--- config.mk ---
export PLATFORM = sky130hd
export DESIGN_NAME = store_unload
export DESIGN_NICKNAME = d
export VERILOG_FILES = /design/src/rtl/store_unload_pkg.sv /design/src/rtl/store_unload_rise_detect.sv /design/src/rtl/store_unload.sv
export SDC_FILE = /design/constraint.sdc
export NUM_CORES = 1
export LEC_CHECK = 0
export CAP_MARGIN = 20
export CELL_PAD_IN_SITES_DETAIL_PLACEMENT = 1
export CELL_PAD_IN_SITES_GLOBAL_PLACEMENT = 1
export CORE_UTILIZATION = 39
export DETAILED_ROUTE_END_ITERATION = 10
export PLACE_DENSITY_LB_ADDON = 0.25
export SLEW_MARGIN = 20
export SYNTH_ARGS = -nofsm -noshare
export SYNTH_HDL_FRONTEND = slang
export SYNTH_HIERARCHICAL = 1
export SYNTH_SLANG_ARGS = --single-unit
--- constraint.sdc ---
create_clock -name clk -period 3.55 [get_ports clk]
set_clock_uncertainty 0.2 [all_clocks]
set_input_delay 0.71 -clock clk [delete_from_list [all_inputs] [get_ports clk]]
set_output_delay 0.71 -clock clk [all_outputs]
set_load 0.01 [all_outputs]
--- src/rtl/store_unload_pkg.sv ---
// Shared definitions for the load/store volume controller pair: default volume
// and counter width, plus the drain-side state encoding.
package load_store_pkg;

    localparam int N_DEFAULT     = 100000;
    localparam int CBITS_DEFAULT = 17;

    typedef enum logic [1:0] {
        WAIT_FULL = 2'd0,
        DRAIN     = 2'd1,
        EMPTY     = 2'd2
    } unload_state_t;

endpackage

--- src/rtl/store_unload_rise_detect.sv ---
// Rising-edge detector for a level input: one history register and an AND.
module rise_detect (
    input  logic clk,
    input  logic rst,
    input  logic level_i,
    output logic rise_o
);

    logic level_q;

    always_ff @(posedge clk) begin
        if (rst) begin
            level_q <= 1'b0;
        end else begin
            level_q <= level_i;
        end
    end

    assign rise_o = level_i & ~level_q;

endmodule

--- src/rtl/store_unload.sv ---
// Drain side of the load/store volume controller: on a producer "full" edge it
// captures N units and hands them downstream STEP units per accepted beat.
module store_unload
    import load_store_pkg::*;
#(
    parameter int N     = N_DEFAULT,
    parameter int CBITS = CBITS_DEFAULT,
    parameter int STEP  = 1
) (
    input  logic             clk,
    input  logic             rst,
    input  logic             full_in,
    input  logic             take_ready,
    output logic             take_valid,
    output logic [CBITS-1:0] take_units,
    output logic [CBITS-1:0] vol,
    output logic             sig,
    output logic             overrun
);

    localparam logic [CBITS-1:0] N_C    = CBITS'(N);
    localparam logic [CBITS-1:0] STEP_C = CBITS'(STEP);

    unload_state_t    state_q;
    logic [CBITS-1:0] vol_q;
    logic [CBITS-1:0] units_q;
    logic             valid_q;
    logic             sig_q;
    logic             overrun_q;

    logic             rise;
    logic             fire;
    logic [CBITS-1:0] vol_d;

    function automatic logic [CBITS-1:0] beat_size(input logic [CBITS-1:0] v);
        return (v < STEP_C) ? v : STEP_C;
    endfunction

    rise_detect u_full_rise (
        .clk     (clk),
        .rst     (rst),
        .level_i (full_in),
        .rise_o  (rise)
    );

    assign fire  = valid_q & take_ready;
    // units_q never exceeds vol_q while a beat is offered, so this cannot wrap.
    assign vol_d = vol_q - units_q;

    always_ff @(posedge clk) begin
        if (rst) begin
            state_q   <= WAIT_FULL;
            vol_q     <= '0;
            units_q   <= '0;
            valid_q   <= 1'b0;
            sig_q     <= 1'b0;
            overrun_q <= 1'b0;
        end else begin
            if (rise && (state_q != WAIT_FULL)) begin
                overrun_q <= 1'b1;
            end
            case (state_q)
                WAIT_FULL: begin
                    if (rise) begin
                        vol_q   <= N_C;
                        units_q <= beat_size(N_C);
                        valid_q <= 1'b1;
                        state_q <= DRAIN;
                    end
                end
                DRAIN: begin
                    if (fire) begin
                        vol_q <= vol_d;
                        if (vol_d == '0) begin
                            units_q <= '0;
                            valid_q <= 1'b0;
                            sig_q   <= 1'b1;
                            state_q <= EMPTY;
                        end else begin
                            units_q <= beat_size(vol_d);
                        end
                    end
                end
                EMPTY: begin
                    // Re-arm only once the producer has dropped its full level.
                    if (!full_in) begin
                        sig_q   <= 1'b0;
                        state_q <= WAIT_FULL;
                    end
                end
                default: begin
                    state_q <= WAIT_FULL;
                    valid_q <= 1'b0;
                    sig_q   <= 1'b0;
                end
            endcase
        end
    end

    assign take_valid = valid_q;
    assign take_units = units_q;
    assign vol        = vol_q;
    assign sig        = sig_q;
    assign overrun    = overrun_q;

    a_vol_bounded : assert property (@(posedge clk) disable iff (rst) vol_q <= N_C);
    a_no_empty_beat : assert property (@(posedge clk) disable iff (rst)
        valid_q |-> (vol_q != '0) && (units_q != '0) && (units_q <= vol_q));

endmodule

==> run metrics <==
fillers 704; final estimated routing congestion in global placement 0.820; core area 5610 um2; first-pass iteration count of the detailed router 4; initial DRC count 66; largest cells by area after synthesis dfxtp_1, ha_1, nor2_1, nor3_1, inv_1; Crit Path Class reg -> reg; wire per inst 16.3 um; Syn Nets 300; sequential area share after synthesis 0.345; FMAX 312 MHz; area leader, netlist dfxtp_1; Most used DFF post-synth dfxtp_1; GRT Overall Usage 0.217; antenna cells 0; synthesized area 2320 um2; max-slew violation count 0; VDD IR max 0.000153 V; initial antenna violation count 0; run status finished clean; fraction of registers with async set/reset 0; vias in the first global route 2177; worst slew pin tran 0.855 ns; Max clock buf depth 2; nature of the critical path startpoint register; overall die area 6270 um2; Yosys top cell area share 0.345; leakage power 0.00113 uW; Top Ports 41; CTS sink count 40; RSZ-0062 raised after global routing no; Vias/cell 5.61; Die Height 79.2 um; worst min path class reg -> reg; Synth Instances 279; Die W 79.2 um; GRT overflow 0; Top delay family on crit path compound AO/OA/AOI/OAI gates; Initial Utilization 0.414; worst path cell trace ha_1, inv_1, fa_1, a211oi_2, o21ai_1, a221oi_2, o221ai_1, a21oi_1, xnor2_1, nand4_2, a221oi_2; htree depth 2; Root Buffer clkbuf_8; post-CTS setup buffer count 0; CP most frequent cell a221oi_2; register bit total from synthesis 40; Mean Syn Cell Area 8.32 um2; top-count cell post-synth dfxtp_1; Syn-to-layout area delta 24.3%; Post-DP HPWL 4.86 mm; final net count 337; Worst path max stage delay 0.41 ns; final period utilization 0.902; crit path buf inv count 1; Reg clk slew, reported paths 0.08 ns; Slew HR 0.428; Post-route DRC 0; final setup violating endpoints 0; Setup TNS 0 ns; Routed Antenna Nets 0; Final Critical Period 3.20 ns; Hold Vio Cnt, Final 0; max-cap violations 0; Yosys warning count 6; row count 27; slowest stage cell, crit path fa_1; first-pass GRT wire length 10.7 mm; CTS tree yes; PostCTS Resize Cnt 0; # hold bufs at CTS 0; largest net degree at the start of global routing 22; I/O Buffers 40; CP Max Fanout 4; Worst-Skew Late Latency 0.29 ns; Synth cell types 49; DR vias 2184; EDFF count, synth 0; proportion of layout cells with a drive suffix above 1 0.0631; WL final 6.35 mm; crit end category register; WP data arrival 3.21 ns; Pwr Density 391 nW/um2; top cells by count, synth dfxtp_1, nor2_1, inv_1, nor3_1, ha_1; worst hold slack 0.254 ns; Worst EP required 3.56 ns; total CTS buffers 5
-- through the flow --
stage	setup WS [ns]	util	total power (uW)	area, um2	std cells
final	0.349	0.515	1130	2890	389
after global placement	0.501	0.499	808	2800	381
after global routing	0.0780	0.515	1190	2890	389
after CTS	0.327	0.515	1140	2890	389
after floorplan	0.616	-	718	2320	279
after detailed placement	0.360	0.499	817	2800	381
-- worst paths after layout --
check	cells past startpoint	endpoint	from	slack, ns
worst max-delay path	11	sig$_SDFFE_PP0P_	take_units[0]$_SDFFE_PP0P_	0.35
worst min-delay path	2	overrun$_SDFFE_PP0P_	overrun$_SDFFE_PP0P_	0.25
worst max register to register	11	sig$_SDFFE_PP0P_	take_units[0]$_SDFFE_PP0P_	0.35
worst min register to register	2	overrun$_SDFFE_PP0P_	overrun$_SDFFE_PP0P_	0.25
-- tightest hold or removal path, cell delays in order, from the launching register on --
cell and delay (ns):
dfxtp_1 0.32, inv_1 0.05, a21oi_1 0.05
-- cells in the final DEF, fill, tap and decap left out, types with 2 or more instances in the layout --
cell | netlist | layout
clkdlybuf4s50_1 | 0 | 40
dfxtp_1 | 40 | 40
nor2_1 | 34 | 34
inv_1 | 24 | 24
nor3_1 | 20 | 20
ha_1 | 16 | 16
a21oi_1 | 15 | 15
nand2_1 | 10 | 10
nand3_1 | 9 | 9
o21ai_0 | 9 | 9
a22oi_1 | 6 | 6
xnor2_1 | 6 | 6
xor2_1 | 6 | 6
nor2b_1 | 6 | 6
clkbuf_8 | 0 | 6
nand2b_1 | 5 | 5
a211oi_1 | 5 | 5
o21bai_1 | 5 | 5
a21o_1 | 5 | 5
nor3b_1 | 3 | 3
o21ai_1 | 2 | 2
or2_2 | 2 | 2
and2_1 | 2 | 2
a221oi_2 | 2 | 2
o21a_1 | 2 | 2
o2111ai_1 | 2 | 2
and4_1 | 2 | 2
a211o_1 | 2 | 2
a31oi_1 | 2 | 2
o211a_1 | 2 | 2
o311a_1 | 2 | 2
nand4_1 | 2 | 2
clkbuf_1 | 11 | 2
buf_4 | 0 | 2
nor2b_4 | 2 | 2
-- power breakdown --
group	internal, uW	leakage [uW]	switching (uW)
combinational	143	0.000756	191
clock	159	0.0000455	160
sequential	463	0.000325	13.4
total	765	0.00113	364
-- flip-flops by register name (all words and copies together), names as in the netlist --
| signal | flops |
|---|---|
| sig | 1 |
| take_units | 17 |
| state_q | 2 |
| overrun | 1 |
| u_full_rise/level_q | 1 |
| take_valid | 1 |
| vol | 17 |
-- routing by layer --
layer  track usage  wire length (um)  vias up
met1         0.271              2980     1066
met3        0.0402               190        6
met4        0.0473                49        0
met5             0                 0        -
met2         0.386              3130       44
li1              -                 -     1068
-- cells by family after synthesis --
kind of cell    share of synthesized area
fa+ha+maj                          0.0948
simple gates                        0.232
xor+xnor                           0.0453
flops                               0.345
compound gates                      0.218
buf+inv                            0.0609
mux                               0.00431
-- area by class of cell --
class | count | area (um2) | area share
multi-input combinational | 202 | 1380 | 0.478
timing repair buffer | 43 | 435 | 0.151
clock buffer | 8 | 90.1 | 0.0312
inverter | 24 | 90.1 | 0.0312
sequential | 40 | 801 | 0.277
tap | 72 | 90.1 | 0.0312
No activity file was read; power rests on OpenSTA's default activity.
